--- src/rtl/scan_mux_pkg.sv ---
// Shared definitions for the 7-seg scan multiplexer.
//   MODE_AUTO / MODE_MANUAL : encodings of the scan_mux 'mode' input
//   SCAN_DIV_DEFAULT        : prescale for a 100 MHz clock and 1 kHz digit rate
//   onehot()                : N-bit one-hot vector with bit 'idx' set
package scan_mux_pkg;

  localparam logic MODE_AUTO   = 1'b0;
  localparam logic MODE_MANUAL = 1'b1;

  // 100_000_000 Hz / 1_000 Hz per digit
  localparam int SCAN_DIV_DEFAULT = 100000;

  // One-hot vector up to 32 bits wide; callers truncate to their channel count.
  function automatic logic [31:0] onehot(input int unsigned idx);
    logic [31:0] v;
    v = '0;
    for (int i = 0; i < 32; i++) begin
      if (idx == i) v[i] = 1'b1;
    end
    return v;
  endfunction

endpackage

--- src/rtl/scan_mux_tick_div.sv ---
// Prescaler for the scan multiplexer.
//   clk  : system clock, rising edge
//   rst  : synchronous active-high clear of the count
//   en   : count enable; the count holds while low
//   wrap : combinational, high during the cycle in which the count is DIV-1
//          and en is high, i.e. the edge that ends this cycle wraps to 0
module tick_div #(
  parameter int DIV = 100000
) (
  input  logic clk,
  input  logic rst,
  input  logic en,
  output logic wrap
);

  // Keep at least one bit so DIV=1 still elaborates.
  localparam int CW = (DIV > 1) ? $clog2(DIV) : 1;
  localparam logic [CW-1:0] LAST = CW'(DIV - 1);

  logic [CW-1:0] cnt;
  logic          at_last;

  assign at_last = (cnt == LAST);
  assign wrap    = en & at_last;

  always_ff @(posedge clk) begin
    if (rst) begin
      cnt <= '0;
    end else if (en) begin
      cnt <= at_last ? '0 : cnt + 1'b1;
    end
  end

endmodule

--- src/rtl/scan_mux.sv ---
// N-channel, W-bit time-multiplexing selector for the 7-seg display path.
// Auto-scans channels at a prescaled rate or follows a manual select, and
// drives a registered data bus plus a one-hot channel enable.
//   clk        : system clock, rising edge
//   rst        : synchronous reset, active-high
//   mode       : 0 = auto scan, 1 = manual
//   man_sel    : channel index used in manual mode (ignored if >= N_CH)
//   freeze     : 1 = hold prescaler and channel index
//   blank_mask : bit i = 1 blanks channel i
//   data_in    : channel i = data_in[i*W +: W]
//   data_out   : registered selected data (0 when blanked)
//   ch_sel     : current channel index (registered)
//   ch_en      : registered one-hot enable (0 when blanked or after reset)
//   tick       : one-cycle pulse following each auto advance
module scan_mux
  import scan_mux_pkg::*;
#(
  parameter  int N_CH     = 8,
  parameter  int W        = 4,
  parameter  int SCAN_DIV = SCAN_DIV_DEFAULT,
  localparam int SEL_W    = $clog2(N_CH)
) (
  input  logic              clk,
  input  logic              rst,
  input  logic              mode,
  input  logic [SEL_W-1:0]  man_sel,
  input  logic              freeze,
  input  logic [N_CH-1:0]   blank_mask,
  input  logic [N_CH*W-1:0] data_in,
  output logic [W-1:0]      data_out,
  output logic [SEL_W-1:0]  ch_sel,
  output logic [N_CH-1:0]   ch_en,
  output logic              tick
);

  localparam logic [SEL_W-1:0] LAST_CH = SEL_W'(N_CH - 1);

  logic div_en;
  logic div_rst;
  logic wrap;
  logic man_ok;
  logic blanked;

  // The prescaler only runs while auto-scanning. Holding it in clear while in
  // manual mode guarantees a fresh full slot when auto scanning resumes.
  assign div_en  = (mode == MODE_AUTO) & ~freeze;
  assign div_rst = rst | (mode == MODE_MANUAL);

  tick_div #(.DIV(SCAN_DIV)) u_div (
    .clk  (clk),
    .rst  (div_rst),
    .en   (div_en),
    .wrap (wrap)
  );

  assign man_ok  = (32'(man_sel) < N_CH);
  assign blanked = blank_mask[ch_sel];

  // Channel index register.
  always_ff @(posedge clk) begin
    if (rst) begin
      ch_sel <= '0;
      tick   <= 1'b0;
    end else begin
      tick <= 1'b0;
      if (!freeze) begin
        if (mode == MODE_AUTO) begin
          if (wrap) begin
            ch_sel <= (ch_sel == LAST_CH) ? '0 : ch_sel + 1'b1;
            tick   <= 1'b1;
          end
        end else if (man_ok) begin
          ch_sel <= man_sel;
        end
      end
    end
  end

  // Output stage: follows ch_sel/data_in/blank_mask one cycle later, and keeps
  // tracking data_in even while frozen.
  always_ff @(posedge clk) begin
    if (rst) begin
      data_out <= '0;
      ch_en    <= '0;
    end else if (blanked) begin
      data_out <= '0;
      ch_en    <= '0;
    end else begin
      data_out <= data_in[32'(ch_sel)*W +: W];
      ch_en    <= N_CH'(onehot(32'(ch_sel)));
    end
  end

endmodule

--- config.mk ---
export PLATFORM = sky130hd
export DESIGN_NAME = scan_mux
export DESIGN_NICKNAME = d
export VERILOG_FILES = /design/src/rtl/scan_mux_pkg.sv /design/src/rtl/scan_mux_tick_div.sv /design/src/rtl/scan_mux.sv
export SDC_FILE = /design/constraint.sdc
export NUM_CORES = 1
export LEC_CHECK = 0
export CAP_MARGIN = 10
export CORE_ASPECT_RATIO = 0.9
export CORE_MARGIN = 3
export CORE_UTILIZATION = 48
export CTS_CLUSTER_SIZE = 16
export DETAILED_ROUTE_END_ITERATION = 10
export MAX_ROUTING_LAYER = met4
export PLACE_DENSITY_LB_ADDON = 0.25
export SYNTH_ARGS = -nofsm -noshare
export SYNTH_HDL_FRONTEND = slang
export SYNTH_SLANG_ARGS = --single-unit
--- constraint.sdc ---
create_clock -name clk -period 3.35 [get_ports clk]
set_input_delay 1.005 -clock clk [delete_from_list [all_inputs] [get_ports clk]]
set_output_delay 1.005 -clock clk [all_outputs]
set_load 0.01 [all_outputs]
==> metrics.md <==
| Metric | Value |
|---|---|
| Largest cells by area after synthesis | `dfxtp_1 37%, mux4_2 13%, ha_1 4.9%, xnor2_1 4.4%, nor2_1 4.2%` |
| GRT overflow | `0` |
| Number of cells on the critical path | `1` |
| Switching pwr | `191 uW` |
| # IOs | `63` |
| Startpoint type of the worst setup path | `flop` |
| Via density | `5.36` |
| Area of the mapped netlist | `0.00179 sq mm` |
| Hold slack | `0.541 ns` |
| Crit Reg-Reg Endpoint | `ch_sel[2]` |
| Register share of total power | `0.480` |
| FF-to-FF Start | `ch_sel[2]` |
| Hold buffers post-CTS | `0` |
| Max Freq | `379 MHz` |
| Layout cells sized above 1 | `0.147` |
| Worst path max stage delay | `0.70 ns` |
| CP Data Arrival Time | `1.64 ns` |
| First-pass GRT wire length | `6650 um` |
| Cells after synthesis | `178` |
| CTS Root Cell | `clkbuf_8` |
| WP data required | `2.34 ns` |
| P_leak | `0.000912 uW` |
| Largest net degree at the start of global routing | `16` |
| Syn nets | `232` |
| Status | `finished, final reports clean` |
| Resized cells post-CTS | `0` |
| CTS tree | `done` |
| Starting DRC count in detailed routing | `69` |
| Worst Tran Pin Value | `0.599 ns` |
| Hold WC Path Type | `reg -> reg` |
| Row count | `20` |
| Final antenna-violating net count | `0` |
| Register-to-register setup slack | `1.39 ns` |
| Cell Pwr Density | `335 mW/mm^2` |
| Commonest cells after routing, fill and taps aside | `62 x clkdlybuf4s50_1, 33 x dfxtp_1, 20 x nor2_1` |
| EDFF count, synth | `0` |
| Drt drc | `0` |
| Setup bufs post-CTS | `0` |
| Die area | `0.00450 sq mm` |
| Vias in the first global route | `1484` |
| Register area share after synthesis | `0.369` |
| Crit path cell chain | `clkdlybuf4s50_1` |
| Multi-input logic area | `0.00108 sq mm` |
| Core Util, Final | `0.733` |
| RSZ-0062 raised after global routing | `no` |
| Logic pwr share | `0.175` |
| Chip height | `64.0 um` |
| Synth cell types | `42` |
| Slowest cell on crit path | `dfxtp_1` |
| Clock Skew | `0.00390 ns` |
| Worst vdd ir | `0.000245 V` |
| Main synth FF type | `dfxtp_1` |
| All-Layer GR Usage | `0.194` |
| Layout area overhead | `42.3%` |
| #FFs+latches synth | `33` |
| Wire per inst | `13.8 um` |
| Sw Ratio | `0.223` |
| Crit path to | `ch_sel[1]` |
| Final setup fails | `0` |
| Post-detail-place hpwl | `3080 um` |
| Die width | `70.4 um` |
| Overall power | `856 uW` |
| Final hold vios | `0` |
| Starting Density | `0.515` |
| Top Family by Delay on Critical Path | `flip-flops` |
| H-tree depth | `2` |
| Clock tree buffer depth | `2` |
| Crit. End Element | `output port` |
| Relative slew margins | `0.600` |
| Worst Setup Path Type | `reg -> out` |
| Avg Synthesized Cell Area | `10.1 sq um` |
| Clock sink count | `33` |
| Synth area leader | `dfxtp_1` |
| Clock power frac | `0.345` |
| Ys async rst share | `0` |
| Placer Congestion | `0.921` |
| Vias post-DR | `1550` |
| CTS Buf Count | `5` |
| Clk slew on worst S/H paths | `0.06 ns` |
| Pint | `665 uW` |
| Tmin final | `2.64 ns` |
| Fillers | `285` |
| Final #Nets | `299` |
| Register area | `661 sq um` |
| Slew Limit Fails | `0` |
| Worst-Skew Late Latency | `0.29 ns` |
| CP Max Fanout | `15` |
| IO Port Bufs | `62` |
| Most common cell after layout, fill and taps aside | `clkdlybuf4s50_1` |
| Setup crit start | `ch_sel[1]` |
| Final setup TNS | `0 ns` |
| Routed WL | `3980 um` |
| CP bufs+invs | `1` |
| Initial antenna violation count | `0` |
| Non-Filler Instances | `289` |
| Final worst path period share | `0.788` |
| Antenna cells | `0` |
| Worst reg-to-reg path cell count | `5` |
| Core area | `0.00348 sq mm` |
| # Max-Cap Violations | `0` |
| Pre-Repair DR Iteration Count | `5` |
| Synth top area share | `0.369` |
| Dpl cells | `282` |
| Synth warn | `0` |
[state kept, by name (all words and copies together), names as in the netlist]
| register | count |
|---|---|
| u_div.cnt | 17 |
| ch_en | 8 |
| data_out | 4 |
| ch_sel | 3 |
| tick | 1 |
[routing by layer]
metal | track usage | part of all wire
met4 | 0.0502 | 0.011
met1 | 0.249 | 0.47
met3 | 0.0645 | 0.064
met5 | - | 0
met2 | 0.293 | 0.46
[final cells by class]
type	count	area share
multi-input combinational	134	0.424
timing repair buffer	65	0.252
clock buffer	7	0.0339
sequential	33	0.259
inverter	6	0.00883
tap	44	0.0216
[synth_stat cells (all sizes together) (6+ instances only)]
cell and number:
a21oi 10, and3 8, dfxtp 33, ha 7, mux4 10, nand2 13, nand3 6, nor2 22
nor3 7, xnor2 9
[metrics by stage]
step | cell area [sq um] | worst slack (ns)
after floorplan | 1790 | 1.29
after global placement | 2460 | 0.582
after detailed placement | 2460 | 0.518
after CTS | 2550 | 0.686
after global routing | 2550 | 0.602
final | 2550 | 0.709
[kinds of logic after synthesis]
family,Yosys count,share of synthesized area
AND/OR/NAND/NOR,82,0.279
flip-flops,33,0.369
AO/OA/AOI/OAI,20,0.0761
XOR/XNOR,14,0.0684
buffers and inverters,11,0.0272
multiplexers,11,0.131
adder cells (fa/ha/maj),7,0.0489
[how the worst min path moves through the flow]
stage	startpoint	endpoint	slack, ns	cells after the start
3_3_place_gp	u_div.cnt[1]	u_div.cnt[1]	0.54	2
6_report	u_div.cnt[1]	u_div.cnt[1]	0.54	2
3_5_place_dp	u_div.cnt[1]	u_div.cnt[1]	0.53	2
2_1_floorplan	u_div.cnt[1]	u_div.cnt[1]	0.50	2
5_1_grt	u_div.cnt[1]	u_div.cnt[1]	0.58	2
4_1_cts	u_div.cnt[1]	u_div.cnt[1]	0.54	2
[worst min-delay path, cell delays in order, from the launching register on]
cell and delay (ns):
dfxtp_1 0.34, nor2_1 0.11, nor3_1 0.05
[power by group through the flow]
stage               Combinational [uW]  Sequential, uW  Clock, uW
floorplan                         64.7             421          0
global placement                   148             419          0
detailed placement                 151             419          0
CTS                                152             411        306
global route                       164             412        322
finish                             150             410        295
Note: power is estimated with default switching activity, not from simulation.
